## src/rtl/bin_to_gray_stream.sv

```systemverilog
// bin_to_gray_stream
//   Streaming binary-to-Gray encoder with a registered valid/ready output.
//   Words are Gray-encoded as they are accepted; an output register (OUT) plus a
//   one-entry skid register (SKD) give 1-cycle latency at full throughput while
//   keeping din_ready a flop. dout_step flags codes that differ from the last
//   transferred code in exactly one bit (the property async-FIFO pointers need).
//   Optional feature: define BIN2GRAY_PARITY_EN to add dout_parity (= ^dout).
module bin_to_gray_stream #(
  parameter int DATA_WIDTH = 16
) (
  input  logic                  clk,
  input  logic                  reset,
  input  logic [DATA_WIDTH-1:0] din,
  input  logic                  din_valid,
  output logic                  din_ready,
  output logic [DATA_WIDTH-1:0] dout,
  output logic                  dout_valid,
  input  logic                  dout_ready,
  output logic                  dout_step
`ifdef BIN2GRAY_PARITY_EN
  ,
  output logic                  dout_parity
`endif
);

  localparam logic [1:0] ST_EMPTY = 2'd0;
  localparam logic [1:0] ST_ONE   = 2'd1;
  localparam logic [1:0] ST_FULL  = 2'd2;

  localparam logic [DATA_WIDTH-1:0] W_ONE = {{(DATA_WIDTH-1){1'b0}}, 1'b1};

  logic [1:0]            state_q, state_d;
  logic [DATA_WIDTH-1:0] out_q, out_d;
  logic [DATA_WIDTH-1:0] skd_q, skd_d;
  logic [DATA_WIDTH-1:0] last_q;
  logic                  last_vld_q;
  logic                  din_ready_q;

  logic                  in_xfer, out_xfer;
  logic [DATA_WIDTH-1:0] din_gray;
  logic [DATA_WIDTH-1:0] diff;
  logic                  one_hot;

  // Encoding is done at the input so both storage entries only ever hold Gray codes.
  assign din_gray = din ^ (din >> 1);

  assign din_ready  = din_ready_q;
  assign dout_valid = (state_q != ST_EMPTY);
  assign dout       = out_q;

  assign in_xfer  = din_valid & din_ready_q;
  assign out_xfer = dout_valid & dout_ready;

  // Exactly-one-bit test: nonzero and clearing the lowest set bit leaves nothing.
  assign diff      = out_q ^ last_q;
  assign one_hot   = (diff != '0) && ((diff & (diff - W_ONE)) == '0);
  assign dout_step = dout_valid & last_vld_q & one_hot;

`ifdef BIN2GRAY_PARITY_EN
  // Parity of a Gray code equals the LSB of the binary word it came from.
  assign dout_parity = ^out_q;
`endif

  // Next-state for the OUT/SKD pair; SKD is only loaded when OUT is occupied and stalled.
  always_comb begin
    state_d = state_q;
    out_d   = out_q;
    skd_d   = skd_q;
    case (state_q)
      ST_EMPTY: begin
        if (in_xfer) begin
          out_d   = din_gray;
          state_d = ST_ONE;
        end
      end
      ST_ONE: begin
        case ({in_xfer, out_xfer})
          2'b11: out_d = din_gray;
          2'b10: begin
            skd_d   = din_gray;
            state_d = ST_FULL;
          end
          2'b01: state_d = ST_EMPTY;
          default: ;
        endcase
      end
      ST_FULL: begin
        if (out_xfer) begin
          out_d   = skd_q;
          state_d = ST_ONE;
        end
      end
      default: state_d = ST_EMPTY;
    endcase
  end

  // Storage, registered ready and last-transferred-code tracking; reset discards any handshake.
  always_ff @(posedge clk) begin
    if (reset) begin
      state_q     <= ST_EMPTY;
      out_q       <= '0;
      skd_q       <= '0;
      last_q      <= '0;
      last_vld_q  <= 1'b0;
      din_ready_q <= 1'b1;
    end else begin
      state_q     <= state_d;
      out_q       <= out_d;
      skd_q       <= skd_d;
      din_ready_q <= (state_d != ST_FULL);
      if (out_xfer) begin
        last_q     <= out_q;
        last_vld_q <= 1'b1;
      end
    end
  end

endmodule

```

## config.mk

```make
export PLATFORM = sky130hd
export DESIGN_NAME = bin_to_gray_stream
export DESIGN_NICKNAME = d
export VERILOG_FILES = /design/src/rtl/bin_to_gray_stream.sv
export SDC_FILE = /design/constraint.sdc
export NUM_CORES = 1
export LEC_CHECK = 0
export CAP_MARGIN = 25
export CORE_MARGIN = 10
export CORE_UTILIZATION = 50
export CTS_BUF_LIST = sky130_fd_sc_hd__clkbuf_4
export CTS_CLUSTER_SIZE = 14
export DETAILED_ROUTE_END_ITERATION = 10
export PLACE_DENSITY = 0.87
export SYNTH_ARGS = -nofsm -noshare
export SYNTH_HDL_FRONTEND = slang
export SYNTH_SLANG_ARGS = --single-unit
export TNS_END_PERCENT = 5
```

## constraint.sdc

```tcl
create_clock -name clk -period 3.8 [get_ports clk]
set_input_delay 0.57 -clock clk [delete_from_list [all_inputs] [get_ports clk]]
set_output_delay 0.57 -clock clk [all_outputs]
set_load 0.005 [all_outputs]
```

==> results of run 1 <==
-- per-stage QoR --
stage / std cells / hold slack (ns)
global placement: 391 / 0.4430
detailed placement: 391 / 0.4580
CTS: 399 / 0.4775
global route: 400 / 0.5022
floorplan: 300 / 0.4357
finish: 400 / 0.4758
-- tightest hold or removal path: cells and delay by family, from the launching register on --
family | cells | cell delay [ns]
flip-flops | 1 | 0.35
AND/OR/NAND/NOR | 1 | 0.05
AO/OA/AOI/OAI | 1 | 0.05
-- registers in the layout, summed over array words and instances, names as in the netlist --
signal      count
dout           16
din_ready       1
last_q         16
last_vld_q      1
skd_q          16
state_q         2
-- logic make-up (layout without fill, tap and decap cells) --
logic type	Yosys count	count (layout)	synth area share (%)
AOI/OAI and AO/OA	79	79	20.34
xor gates and xnor gates	31	31	11.17
adders and majority gates	3	3	1.442
buffers and inverters	22	55	3.399
DFF	52	52	42.84
muxes	2	2	0.8239
and+or+nand+nor	111	111	19.98
-- path summary, 6_finish.rpt --
path	to	cells after the start	from	slack [ns]
min	last_q[5]	2	last_q[5]	0.48
max	dout_step	7	dout[9]	0.49
min reg2reg	last_q[5]	2	last_q[5]	0.48
max reg2reg	dout[11]	9	state_q[1]	1.47
-- layout by cell type (no fill, tap or decap), types with 2 or more instances in the layout --
cell	Yosys	final
sky130_fd_sc_hd__buf_4	0	5
sky130_fd_sc_hd__mux2i_1	2	2
sky130_fd_sc_hd__a21oi_1	40	39
sky130_fd_sc_hd__nor3_2	2	2
sky130_fd_sc_hd__nand2_1	40	40
sky130_fd_sc_hd__dfxtp_1	52	52
sky130_fd_sc_hd__xnor2_1	19	19
sky130_fd_sc_hd__inv_1	2	2
sky130_fd_sc_hd__clkbuf_4	0	5
sky130_fd_sc_hd__a211oi_1	30	30
sky130_fd_sc_hd__clkdlybuf4s50_1	0	38
sky130_fd_sc_hd__xor2_1	12	12
sky130_fd_sc_hd__nand2b_1	3	3
sky130_fd_sc_hd__o21ai_0	3	3
sky130_fd_sc_hd__ha_1	2	2
sky130_fd_sc_hd__nor2_1	56	56
-- area by class of cell --
type,instances,share of cell area [%]
multi-input cells,226,44.27
flip-flops and latches,52,35.18
repair buffers,44,14.63
well taps,67,2.833
clock inverters,3,1.438
clock buffers,5,1.268
inverters,3,0.3805
-- synth_stat cells (all sizes together) --
master	n	area, µm²
buf	3	11.26
nor2	56	210.2
and2	2	12.52
o22ai	1	6.260
nand3	1	5.000
maj3	1	10.01
xor2	12	105.1
nor4	1	21.27
ha	2	25.02
nor2b	1	6.260
nand2	40	150.1
or2	1	6.260
a2111oi	2	23.77
clkbuf	16	60.06
nand2b	3	18.77
xnor2	19	166.4
o31ai	1	7.510
nand4	1	12.51
nor3	2	20.02
mux2i	2	20.02
o2111ai	1	8.760
a211oi	30	225.2
dfxtp	52	1041
a21oi	40	200.2
o21ai	3	15.01
nor4b	1	8.760
nand3b	1	7.510
inv	3	11.26
and3	1	6.260
a22oi	1	7.510
-- routing by layer --
| metal | GRT usage [%] | part of all wire, % | wire, µm |
|---|---|---|---|
| met4 | 4.043 | 0.87 | 48 |
| met2 | 21.37 | 47 | 2582 |
| met5 | 0 | 0 | 0 |
| met1 | 16.72 | 46 | 2538 |
| met3 | 4.156 | 6.1 | 333 |
-- where the power goes --
part / internal [mW] / switching, mW
Sequential: 0.580 / 0.0307
Combinational: 0.132 / 0.151
Clock: 0.137 / 0.174
Total: 0.850 / 0.356
==> results.txt, run 1 <==
Setup repair after global routing left no endpoint under its margin. In this run the worst path has a maximum fanout of 4. The number of primary I/O pins is 39. Post-CTS repair changed the size of 0 cells.

The final setup violation count came out at 0. The signal on the critical path passes through xor2_1 > a2111oi_0 > a21oi_1 > nor4b_1 > nand3_1 > a2111oi_2 > clkdlybuf4s50_1. The buffers plus inverters on the worst setup path is 1. The ratio of cells with drive above 1 in the final layout is 6.306%. The setup TNS came out at 0 ns. The share of the core filled with cells in the final layout is 62.65%. The post-CTS setup-driven buffer insertion count came out at 0. The number of global-route vias before repair came to 2004. The Yosys warning count is 0. The quantity of hold-fixing buffers added after cts is 0.

The netlist area before placement is 0.002430 mm². TritonCTS built the clock tree. Across the VDD grid, the largest voltage drop is 0.0001593 V.

The post-place setup slack is 0.9078 ns. The DRC violations left came out at 0. In this design, the largest share of critical-path delay is due to compound AO/OA/AOI/OAI gates.

The cell type of the slowest stage on the worst timing path is sky130_fd_sc_hd__clkdlybuf4s50_1. At the end of routability-driven placement, the weighted congestion stood at 0.9282. The effective utilization at floorplan came out at 51.44%. The multi-input combinational cells in the finished layout cover a total of 0.001310 mm². The category of the worst setup path capture point is an output pin. The floorplan has 25 rows.

The highest achievable clock rate is 302.2 MHz. The unique cell type count in the Yosys netlist came out at 33. The routed design could run at a clock period as short as 3.309 ns. In this run, CTS created clock tree buffers numbering 5.

The area of the die came out at 0.008048 mm². The leakage power came out at 1.115 nW. STA classifies the critical path startpoint as a flip-flop. The largest net degree at the start of global routing came out at 33.

The average detailed-routed wire length per instance came out at 13.76 µm. Dividing total power by cell area gives a power density of 407.4 mW/mm². The final cycle utilization of the critical path is 87.09%. The total global-route track usage is 13.37%.

The number of input and output port buffers inserted is 38. The post-route standard cell area excluding fillers is 0.002959 mm². In this run the worst hold path is classified as reg -> reg. The portion of the post-synthesis area used by sequential elements is 42.84%. The initial antenna violation count came out at 0. The number of max-slew violations in the final report came out at 0.

The clock latency on the worst-skew pair came out at 0.37 ns. The buffer cell driving the clock tree root is sky130_fd_sc_hd__clkbuf_4. CTS built an H-tree with a depth of 2.

The routed via count divided by cell count is 5.293. The total number of clock tree sinks is 52. The aggregate global routing overflow is 0.

The endpoint arrival time on the critical path is 2.74 ns. The area overhead of the layout relative to synthesis is 21.78%. The overall power consumption is 1.206 mW.

The run finished with clean final reports. The synthesized net count came out at 322. The post-synthesis cell count came out at 300. The synthesized design contains 52 register bits. The number of antenna-violating nets in the routed design is 0. The first-pass iteration count of the detailed router came out at 4.

The buffer depth of the longest clock path came out at 2. Clock-pin slew was measured on the worst setup and hold paths at 0.15 ns. The category of the most critical setup path is reg -> out. The count of filler cells inserted in the layout came out at 403. In this run the standard cell core region covers 0.004723 mm². The clock skew is 0.01989 ns. The cell area after placement is 0.002864 mm².

The global-route wire length before repair is 9266 µm. The net count of the finished layout is 354. The total via count in the routed design is 2117.

The number of hold-slack violations in the final timing report came out at 0. The data required time of the critical path came out at 3.23 ns. The headroom to the max-slew limit came out at 32.50%. The floorplan step set the die width to 89.71 µm. The final wirelength came out at 5503 µm. The first routing iteration left 168 violations. The repair_antennas step left the layout with diodes totalling 0.

After layout, the worst setup slack is 0.4907 ns. The die height came out at 89.71 µm. Across the whole layout, storage elements account for 0.001041 mm². At the pin with the least slew margin, the transition time is 1.009 ns. After synthesis, the mean cell area works out to 8.099 µm². Max-cap violations in this run came to 0. Detailed placement ended at an HPWL of 4025 µm. The biggest cell delay along the critical path is 0.56 ns.
Note: power is estimated with default switching activity, not from simulation.
==> run 2, diff against run 1 <==
--- a/config.mk
+++ b/config.mk
@@ -5,7 +5,7 @@
 export SDC_FILE = /design/constraint.sdc
 export NUM_CORES = 1
 export LEC_CHECK = 0
-export CAP_MARGIN = 25
+export CAP_MARGIN = 20
 export CORE_MARGIN = 10
 export CORE_UTILIZATION = 50
 export CTS_BUF_LIST = sky130_fd_sc_hd__clkbuf_4
==> results of run 2 <==
Same layout as run 1: the final DEF is identical, and so are final timing and power.
==> run 3, diff against run 2 <==
--- a/config.mk
+++ b/config.mk
@@ -6,7 +6,7 @@
 export NUM_CORES = 1
 export LEC_CHECK = 0
 export CAP_MARGIN = 20
-export CORE_MARGIN = 10
+export CORE_MARGIN = 8
 export CORE_UTILIZATION = 50
 export CTS_BUF_LIST = sky130_fd_sc_hd__clkbuf_4
 export CTS_CLUSTER_SIZE = 14
==> run 3 against run 2 <==
  * Largest cell class unchanged
  * Clock skew grew 0.0015 ns
  * Total power hardly changed
  * Critical path depth unchanged
  * Cell area shrank 0.80%
  * First-iteration DRC count decreased by 52%
  * Clock-buffer cell count unchanged
==> results.txt, run 3 (synthesized netlist as in run 1, its figures left out) <==
The run finished with clean final reports. The area used by multi-input combinational logic is 0.001310 mm² (unchanged). The die height is 85.71 µm (-4.5%). The first-pass iteration count of the detailed router was 6 (+2). The buffers plus inverters on the worst setup path came out at 1 (unchanged).

The number of global-route vias before repair is 1895 (-5.4%). In the layout the commonest cells are sky130_fd_sc_hd__nor2_1 (56), sky130_fd_sc_hd__dfxtp_1 (52), sky130_fd_sc_hd__nand2_1 (40), sky130_fd_sc_hd__a21oi_1 (39), sky130_fd_sc_hd__clkdlybuf4s50_1 (38). The post-route standard cell area excluding fillers came to 0.002935 mm² (-0.80%). The endpoint arrival time on the critical path came out at 2.72 ns (-0.02 ns). The library cell used most frequently in the layout, excluding fill and tap cells, is sky130_fd_sc_hd__nor2_1. The final cycle utilization of the critical path is 86.59% (-0.49 points). The violation count after the first detailed-routing iteration came out at 80 (-52%).

The quantity of hold-fixing buffers added after cts came out at 0 (unchanged). The total via count in the routed design was 2129 (+0.57%). The routed via count divided by cell count is 5.516 (+4.2%). CTS placed an instance of sky130_fd_sc_hd__clkbuf_4 at the clock tree root.

The data required time of the critical path is 3.23 ns (about the same). The critical path is of the reg -> out type. The final antenna diode count is 0 (unchanged).

The ratio of cells with drive above 1 in the final layout came out at 6.024% (-0.28 points). The clock skew came out at 0.02138 ns (+0.001494 ns). The worst setup path is captured at an output pin. The final wirelength came to 5363 µm (-2.5%). The final HPWL from detailed placement came to 3978 µm (-1.2%). The number of antenna-violating nets in the routed design is 0 (unchanged).

The area overhead of the layout relative to synthesis is 20.80%. The global-route wire length before repair is 8949 µm (-3.4%). The width of the chip came out at 85.71 µm (-4.5%). The worst hold path belongs to the class reg -> reg.

The post-CTS setup-driven buffer insertion count came out at 0 (unchanged). The shortest period the worst path allows came out at 3.291 ns (-0.01873 ns). The setup TNS is 0 ns (unchanged). The total number of clock tree sinks came to 52 (unchanged). The clock latency on the worst-skew pair is 0.39 ns (+0.02 ns). The buffer depth of the longest clock path is 2 (unchanged). The number of input and output port buffers inserted came out at 38 (unchanged).

The setup slack on the worst flop-to-flop path is 1.51 ns (+0.04 ns). The number of hold-slack violations in the final timing report came out at 0 (unchanged). The power density over the cells came out at 410.4 mW/mm² (+0.73%). The number of max-slew violations in the final report is 0 (unchanged).

The startpoint type of the worst setup path is a flip-flop. The number of primary I/O pins is 39 (unchanged). The maximum fanout along the worst path was 7 (+3).

Setup repair after global routing left no endpoint under its margin. The biggest cell delay along the critical path is 0.56 ns (about the same). The net count reported at finish is 353 (-0.28%). The largest net degree at the start of global routing came out at 33 (unchanged).

The initial antenna violation count is 0 (unchanged). The TritonCTS clock tree is yes. The effective utilization at floorplan is 51.79% (+0.34 points). The number of max-cap violations came out at 0 (unchanged). The aggregate global routing overflow was 0 (unchanged). The final weighted congestion in routability-driven placement came out at 0.8562 (-7.8%). The number of gates resized after CTS came out at 0 (unchanged). The transition time of the tightest slew-check pin is 0.9479 ns (-0.06147 ns).

The cell type of the slowest stage on the worst timing path is sky130_fd_sc_hd__clkdlybuf4s50_1. The register area was 0.001041 mm² (unchanged). The leakage power is 1.110 nW (-0.42%). The number of buffers inserted during clock tree synthesis is 5 (unchanged). The final setup violation count is 0 (unchanged).

Among cell families on the critical path, the largest total delay comes from compound AO/OA/AOI/OAI gates. The post-CTS clock slew at the launch and capture registers of the worst setup and hold paths is 0.16 ns (about the same). The highest achievable clock rate came to 303.9 MHz (+0.57%). The total core area was 0.004692 mm² (-0.66%). The total global-route track usage is 14.83% (+1.5 points). The hold slack is 0.4735 ns (-0.002288 ns). The critical path goes through xor2_1 > a2111oi_0 > a21oi_1 > nor4b_1 > nand3_1 > a2111oi_2 > clkdlybuf4s50_1. The headroom to the max-slew limit came to 36.61% (+4.1 points). The cell row count came to 25 (unchanged). The count of filler cells inserted in the layout is 408 (+1.2%). The number of H-tree levels is 2 (unchanged).

The worst supply voltage drop on vdd came out at 0.0001980 V (+24%). The average detailed-routed wire length per instance is 13.89 µm (+0.99%). The DRC violations left came out at 0 (unchanged). The cell area after placement is 0.002840 mm² (-0.83%). The area of the die is 0.007346 mm² (-8.7%).
run 3: cell types whose count changed in the layout (fill, tap and decap cells not counted):
cell                    change
sky130_fd_sc_hd__buf_4      -1
run 3: path summary, 6_finish.rpt:
check        startpoint   endpoint  cells after the start
max             dout[7]  dout_step                      7
min           skd_q[15]  skd_q[15]                      2
max reg2reg  state_q[1]    dout[9]                      9
min reg2reg   skd_q[15]  skd_q[15]                      2
run 3: per-stage QoR:
step	utilization (%)	cells	setup slack (ns)	power, mW
finish	62.56	386	0.5094	1.205
global route	62.56	386	0.2415	1.266
CTS	62.24	385	0.5310	1.209
detailed placement	60.53	377	0.9894	0.9016
global placement	60.53	377	1.050	0.8939
floorplan	-	300	1.615	0.7964
run 3: per-layer routing:
metal  vias to the layer above  GRT usage [%]  part of all wire (%)
li1                       1084              -                     -
met1                       984          19.37                    49
met2                        50          22.43                    45
met3                        11          4.107                   4.3
met4                         0          5.892                   2.1
met5                         -              0                     0
run 3: tightest hold or removal path, delay by kind of cell, from the launching register on:
| family | cells | cell delay (ns) |
|---|---|---|
| AOI/OAI and AO/OA | 1 | 0.05 |
| DFF | 1 | 0.34 |
| and+or+nand+nor | 1 | 0.05 |
run 3: layout make-up:
| class | count | area share (%) |
|---|---|---|
| clock buffers | 5 | 1.279 |
| clock inverters | 3 | 1.449 |
| inverters | 3 | 0.3836 |
| multi-input cells | 226 | 44.63 |
| flip-flops and latches | 52 | 35.46 |
| well taps | 54 | 2.302 |
| repair buffers | 43 | 14.49 |
run 3: report_power, final:
part           total, mW  internal (mW)  leakage [nW]  switching (mW)
Clock              0.314          0.137        0.0412           0.177
Sequential         0.611          0.580         0.424          0.0314
Combinational      0.279          0.131         0.645           0.149
Total               1.20          0.848          1.11           0.357
